==> src/rtl/uart_lock_status_tx.sv <==
// UART 8N1 status reporter: sends the lock state char ('O'/'C') followed by LF
// whenever lock_open changes from the last reported level or a report is requested.
module uart_lock_status_tx #(
    parameter int CLK_FREQ = 50000000,
    parameter int BAUD     = 9600
) (
    input  logic clk,
    input  logic rst,
    input  logic lock_open,
    input  logic report_req,
    output logic tx_pin,
    output logic busy
);
    // CLKS_PER_BIT must be at least 2 for the cycle counter to exist.
    localparam int              CLKS_PER_BIT = CLK_FREQ / BAUD;
    localparam int              CW           = $clog2(CLKS_PER_BIT);
    localparam logic [CW-1:0]   CNT_LAST     = CW'(CLKS_PER_BIT - 1);

    typedef enum logic [1:0] {IDLE, START, DATA, STOP} state_e;

    state_e          state_q, state_d;
    logic [CW-1:0]   cnt_q, cnt_d;
    logic [2:0]      bit_q, bit_d;
    logic            byte_q, byte_d;
    logic            snap_q, snap_d;
    logic            rep_q, rep_d;
    logic            pend_q, pend_d;
    logic            tx_q, tx_d;
    logic            busy_q, busy_d;
    logic            launch;
    logic [7:0]      cur_byte;

    assign cur_byte = byte_q ? 8'h0A : (snap_q ? 8'h4F : 8'h43);

    always_comb begin
        state_d = state_q;
        cnt_d   = cnt_q;
        bit_d   = bit_q;
        byte_d  = byte_q;
        snap_d  = snap_q;
        rep_d   = rep_q;
        launch  = 1'b0;
        case (state_q)
            IDLE: begin
                if ((lock_open != rep_q) || pend_q) begin
                    launch  = 1'b1;
                    snap_d  = lock_open;
                    rep_d   = lock_open;
                    state_d = START;
                    cnt_d   = '0;
                    bit_d   = 3'd0;
                    byte_d  = 1'b0;
                end
            end
            START: begin
                if (cnt_q == CNT_LAST) begin
                    cnt_d   = '0;
                    bit_d   = 3'd0;
                    state_d = DATA;
                end else begin
                    cnt_d = cnt_q + 1'b1;
                end
            end
            DATA: begin
                if (cnt_q == CNT_LAST) begin
                    cnt_d = '0;
                    if (bit_q == 3'd7) state_d = STOP;
                    else               bit_d   = bit_q + 3'd1;
                end else begin
                    cnt_d = cnt_q + 1'b1;
                end
            end
            STOP: begin
                if (cnt_q == CNT_LAST) begin
                    cnt_d = '0;
                    // Byte1 start bit follows byte0 stop bit with no gap.
                    if (!byte_q) begin
                        byte_d  = 1'b1;
                        state_d = START;
                    end else begin
                        byte_d  = 1'b0;
                        state_d = IDLE;
                    end
                end else begin
                    cnt_d = cnt_q + 1'b1;
                end
            end
            default: state_d = IDLE;
        endcase

        // A request arriving with a launch is covered by that launch.
        pend_d = launch ? 1'b0 : (pend_q | report_req);
        busy_d = (state_d != IDLE);

        // Line level lags the state by one cycle, giving the launch latency.
        case (state_q)
            START:   tx_d = 1'b0;
            DATA:    tx_d = cur_byte[bit_q];
            default: tx_d = 1'b1;
        endcase
    end

    always_ff @(posedge clk or negedge rst) begin
        if (!rst) begin
            state_q <= IDLE;
            cnt_q   <= '0;
            bit_q   <= 3'd0;
            byte_q  <= 1'b0;
            snap_q  <= 1'b0;
            rep_q   <= 1'b0;
            pend_q  <= 1'b0;
            tx_q    <= 1'b1;
            busy_q  <= 1'b0;
        end else begin
            state_q <= state_d;
            cnt_q   <= cnt_d;
            bit_q   <= bit_d;
            byte_q  <= byte_d;
            snap_q  <= snap_d;
            rep_q   <= rep_d;
            pend_q  <= pend_d;
            tx_q    <= tx_d;
            busy_q  <= busy_d;
        end
    end

    assign tx_pin = tx_q;
    assign busy   = busy_q;
endmodule

==> config.mk <==
export PLATFORM = sky130hd
export DESIGN_NAME = uart_lock_status_tx
export DESIGN_NICKNAME = d
export VERILOG_FILES = /design/src/rtl/uart_lock_status_tx.sv
export SDC_FILE = /design/constraint.sdc
export NUM_CORES = 1
export LEC_CHECK = 0
export ABC_CLOCK_PERIOD_IN_PS = 3780
export BUFFER_PORTS_ARGS = -buffer_cell sky130_fd_sc_hd__buf_2
export CAP_MARGIN = 15
export CORE_ASPECT_RATIO = 0.9
export CORE_MARGIN = 1
export CORE_UTILIZATION = 55
export CTS_CLUSTER_DIAMETER = 40
export CTS_CLUSTER_SIZE = 16
export DETAILED_ROUTE_END_ITERATION = 8
export GPL_TIMING_DRIVEN = 0
export PLACE_DENSITY = 0.79
export SYNTH_ARGS = -nofsm -noshare
export SYNTH_HDL_FRONTEND = slang
export SYNTH_SLANG_ARGS = --single-unit
export TNS_END_PERCENT = 20
==> constraint.sdc <==
create_clock -name clk -period 3.78 [get_ports clk]
set_clock_uncertainty 0.15 [all_clocks]
set_input_delay 0.189 -clock clk [delete_from_list [all_inputs] [get_ports clk]]
set_output_delay 0.189 -clock clk [all_outputs]
set_load 0.005 [all_outputs]
==> results.sh <==
export IMPL_die_w_um=53.54
export IMPL_dieArea_um2=2591
export IMPL_final_common_cell="dfrtp_1"
export IMPL_fin_nets=153
export IMPL_async_reset_ff_share_pct=100.0
export IMPL_syn_inst=133
export IMPL_cts_tree="done"
export IMPL_worst_slew_pin_slew_ns=0.5158
export IMPL_synth_top_area_share_pct=41.86
export IMPL_path_cells="clkbuf_1 -> nor2_1 -> o21ai_0 -> a21boi_0 -> mux2_2"
export IMPL_antenna_found_initial=0
export IMPL_min_period_over_period_pct=56.57
export IMPL_hold_viol=0
export IMPL_row_count=16
export IMPL_synth_seq_cells=23
export IMPL_fillCellCount=178
export IMPL_cts_sinks=23
export IMPL_area_delta_synth_final_pct=8.753
export IMPL_dr_pass1_iters=4
export IMPL_grtUsageTotal_pct=23.96
export IMPL_cp_top_family="compound AO/OA/AOI/OAI gates"
export IMPL_yosysSeqAreaShare_pct=43.86
export IMPL_syn_area_um2=1315
export IMPL_post_drt_wl_per_cell_um=14.66
export IMPL_cp_endpoint="bit_q[0]$_DFFE_PN0P_"
export IMPL_syn_num_nets=140
export IMPL_outcome="finished clean"
export IMPL_stdcell_count=172
export IMPL_cp_num_buf_inv=1
export IMPL_final_layout_size_suffix_gt1_share_pct=13.10
export IMPL_leakagePower_nw=0.5860
export IMPL_crit_cells=5
export IMPL_gp_routability_congestion=0.8605
export IMPL_rr_endpoint="bit_q[0]$_DFFE_PN0P_"
export IMPL_p_per_area_nw_per_um2=255.5
export IMPL_yosys_warnings=0
export IMPL_worstPathRequired_ns=3.84
export IMPL_dp_hpwl_um=1824
export IMPL_dp_cells=165
export IMPL_hold_path_class="input port to async pin"
export IMPL_synth_edff_count=0
export IMPL_rsz0062_at_grt="no"
export IMPL_port_buffers=5
export IMPL_overflow=0
export IMPL_r2r_cells=5
export IMPL_start_util_pct=59.18
export IMPL_period_needed_ns=2.138
export IMPL_io_pin_count=6
export IMPL_maxCapViolations=0
export IMPL_vias=1056
export IMPL_reg2reg_slack_ns=1.64
export IMPL_critical_path_class="register to register"
export IMPL_drc=0
export IMPL_grt_pass1_vias=1015
export IMPL_syn_area_per_cell_um2=9.887
export IMPL_grt_pass1_wl_um=4533
export IMPL_clockRootBuffer="clkbuf_4"
export IMPL_clk_pin_slew_worst_paths_ns=0.12
export IMPL_yosys_cell_types_count=43
export IMPL_via_per_inst=6.140
export IMPL_drt_first_iter_violations=49
export IMPL_setup_viol=0
export IMPL_timing_setup_tns_ns=0
export IMPL_synth_top_cells_by_area="dfrtp_1 (42%), nand2_1 (4.0%), a22o_1 (4.0%)"
export IMPL_arrival_ns=2.20
export IMPL_die_y_um=48.39
export IMPL_core_um2=2222
export IMPL_power_mw=0.3654
export IMPL_worstSetupStartpoint="state_q[1]$_DFF_PN0_"
export IMPL_cts_setup_buffers=0
export IMPL_drv_slew=0
export IMPL_ant_nets=0
export IMPL_critPathMaxFanout=9
export IMPL_cp_slowest_cell="nor2_1"
export IMPL_slew_headroom_pct=65.35
export IMPL_cp_start_kind="register"
export IMPL_diodes=0
export IMPL_synth_main_ff_cell="dfrtp_1"
export IMPL_worstSkewPairLatency_ns=0.31
export IMPL_peakVddDrop_mv=0.2061
export IMPL_fmax_mhz=467.7
export IMPL_cpPeakStageDelay_ns=0.44
export IMPL_clock_path_buffers=2
export IMPL_htree_num_levels=1
export IMPL_final_cell_mix="dfrtp_1 (22), nand2_1 (14), nand3_1 (8)"
export IMPL_end_kind="register"
export IMPL_grt_max_degree=24
export IMPL_r2r_start="state_q[1]$_DFF_PN0_"
export IMPL_cts_buffers=3
export IMPL_yosysTopAreaCell="dfrtp_1"
export IMPL_totalWireLength_um=2522
==> area by class of cell <==
cell class                 count  area [um2]  share of cell area [%]
buffer                         8       53.80                   3.762
sequential                    23       576.8                   40.33
multi-input combinational     97       665.6                   46.54
clock buffer                   4       26.28                   1.837
timing repair buffer           8       55.05                   3.850
tap                           27       33.78                   2.362
inverter                       5       18.77                   1.312
==> cell families after synthesis <==
logic type | synth area share (%)
DFF | 43.86
adders and majority gates | 2.855
and+or+nand+nor | 23.22
muxes | 3.235
buffers and inverters | 5.518
AOI/OAI and AO/OA | 16.65
xor gates and xnor gates | 4.662
==> synth_stat cells (2+ instances only) <==
library cell and n:
or4b_4 2, xnor2_1 3, o211ai_1 2, clkbuf_1 4, and2_1 2, and3_1 3
buf_6 3, nor3b_1 2, nand3_1 8, a21oi_1 6, nor2_1 4, xor2_1 4
inv_1 5, nand2_1 14, a22o_1 6, a21boi_0 2, mux2i_1 2, nand4_1 5
dfrtp_1 22, o21ai_0 5, ha_1 3, nor3_1 4, mux2_2 2
==> worst register-to-register path, stage by stage (launching register included) <==
cell      delay, ns
dfrtp_1        0.38
clkbuf_1       0.20
nor2_1         0.44
o21ai_0        0.32
a21boi_0       0.24
mux2_2         0.30
==> flip-flops by register name (all words and copies together) (netlist names) <==
| signal | cells |
|---|---|
| byte_q | 1 |
| bit_q | 3 |
| cnt_q | 13 |
| rep_q | 1 |
| pend_q | 1 |
| tx_pin | 1 |
| busy | 1 |
| state_q | 2 |
==> per-stage QoR <==
stage	worst slack [ns]	area (um2)	util [%]	hold WS, ns
6_report	1.642	1430	64.36	0.2125
5_1_grt	1.465	1430	64.36	0.2713
4_1_cts	1.639	1430	64.36	0.2240
3_5_place_dp	1.675	1374	61.82	0.03997
3_3_place_gp	1.689	1374	61.82	0.04369
2_1_floorplan	1.811	1315	-	-0.2566
==> where the power goes <==
group,switching [mW],internal (mW)
clock,0.0693,0.0412
sequential,0.0000000000000000158,0.246
combinational,0.00550,0.00334
==> routing by layer <==
metal  vias to the layer above  routed length, um  track usage [%]
met5                         -                  0                0
met4                         0                  4            7.018
met3                         2                126            6.918
met2                        24               1177            35.83
met1                       516               1213            33.27
li1                        514                  -                -
==> how the worst min path moves through the flow <==
stage | from | end | slack [ns] | cells after the start
after CTS | rst | cnt_q[8]$_DFFE_PN0P_ | 0.22 | 2
after global routing | rst | cnt_q[9]$_DFFE_PN0P_ | 0.27 | 2
after floorplan | rst | bit_q[0]$_DFFE_PN0P_ | -0.26 | 0
after global placement | rst | cnt_q[9]$_DFFE_PN0P_ | 0.04 | 1
after detailed placement | rst | cnt_q[11]$_DFFE_PN0P_ | 0.04 | 1
final | rst | cnt_q[11]$_DFFE_PN0P_ | 0.21 | 2
==> repair_timing <==
| item | in CTS | in global routing |
|---|---|---|
| hold buffers | 3 | 0 |
| setup endpoints to repair | 0 | 0 |
| endpoints found under the hold margin | 24 | 0 |
| resized for setup | 0 | 0 |
Note: power is estimated with default switching activity, not from simulation.
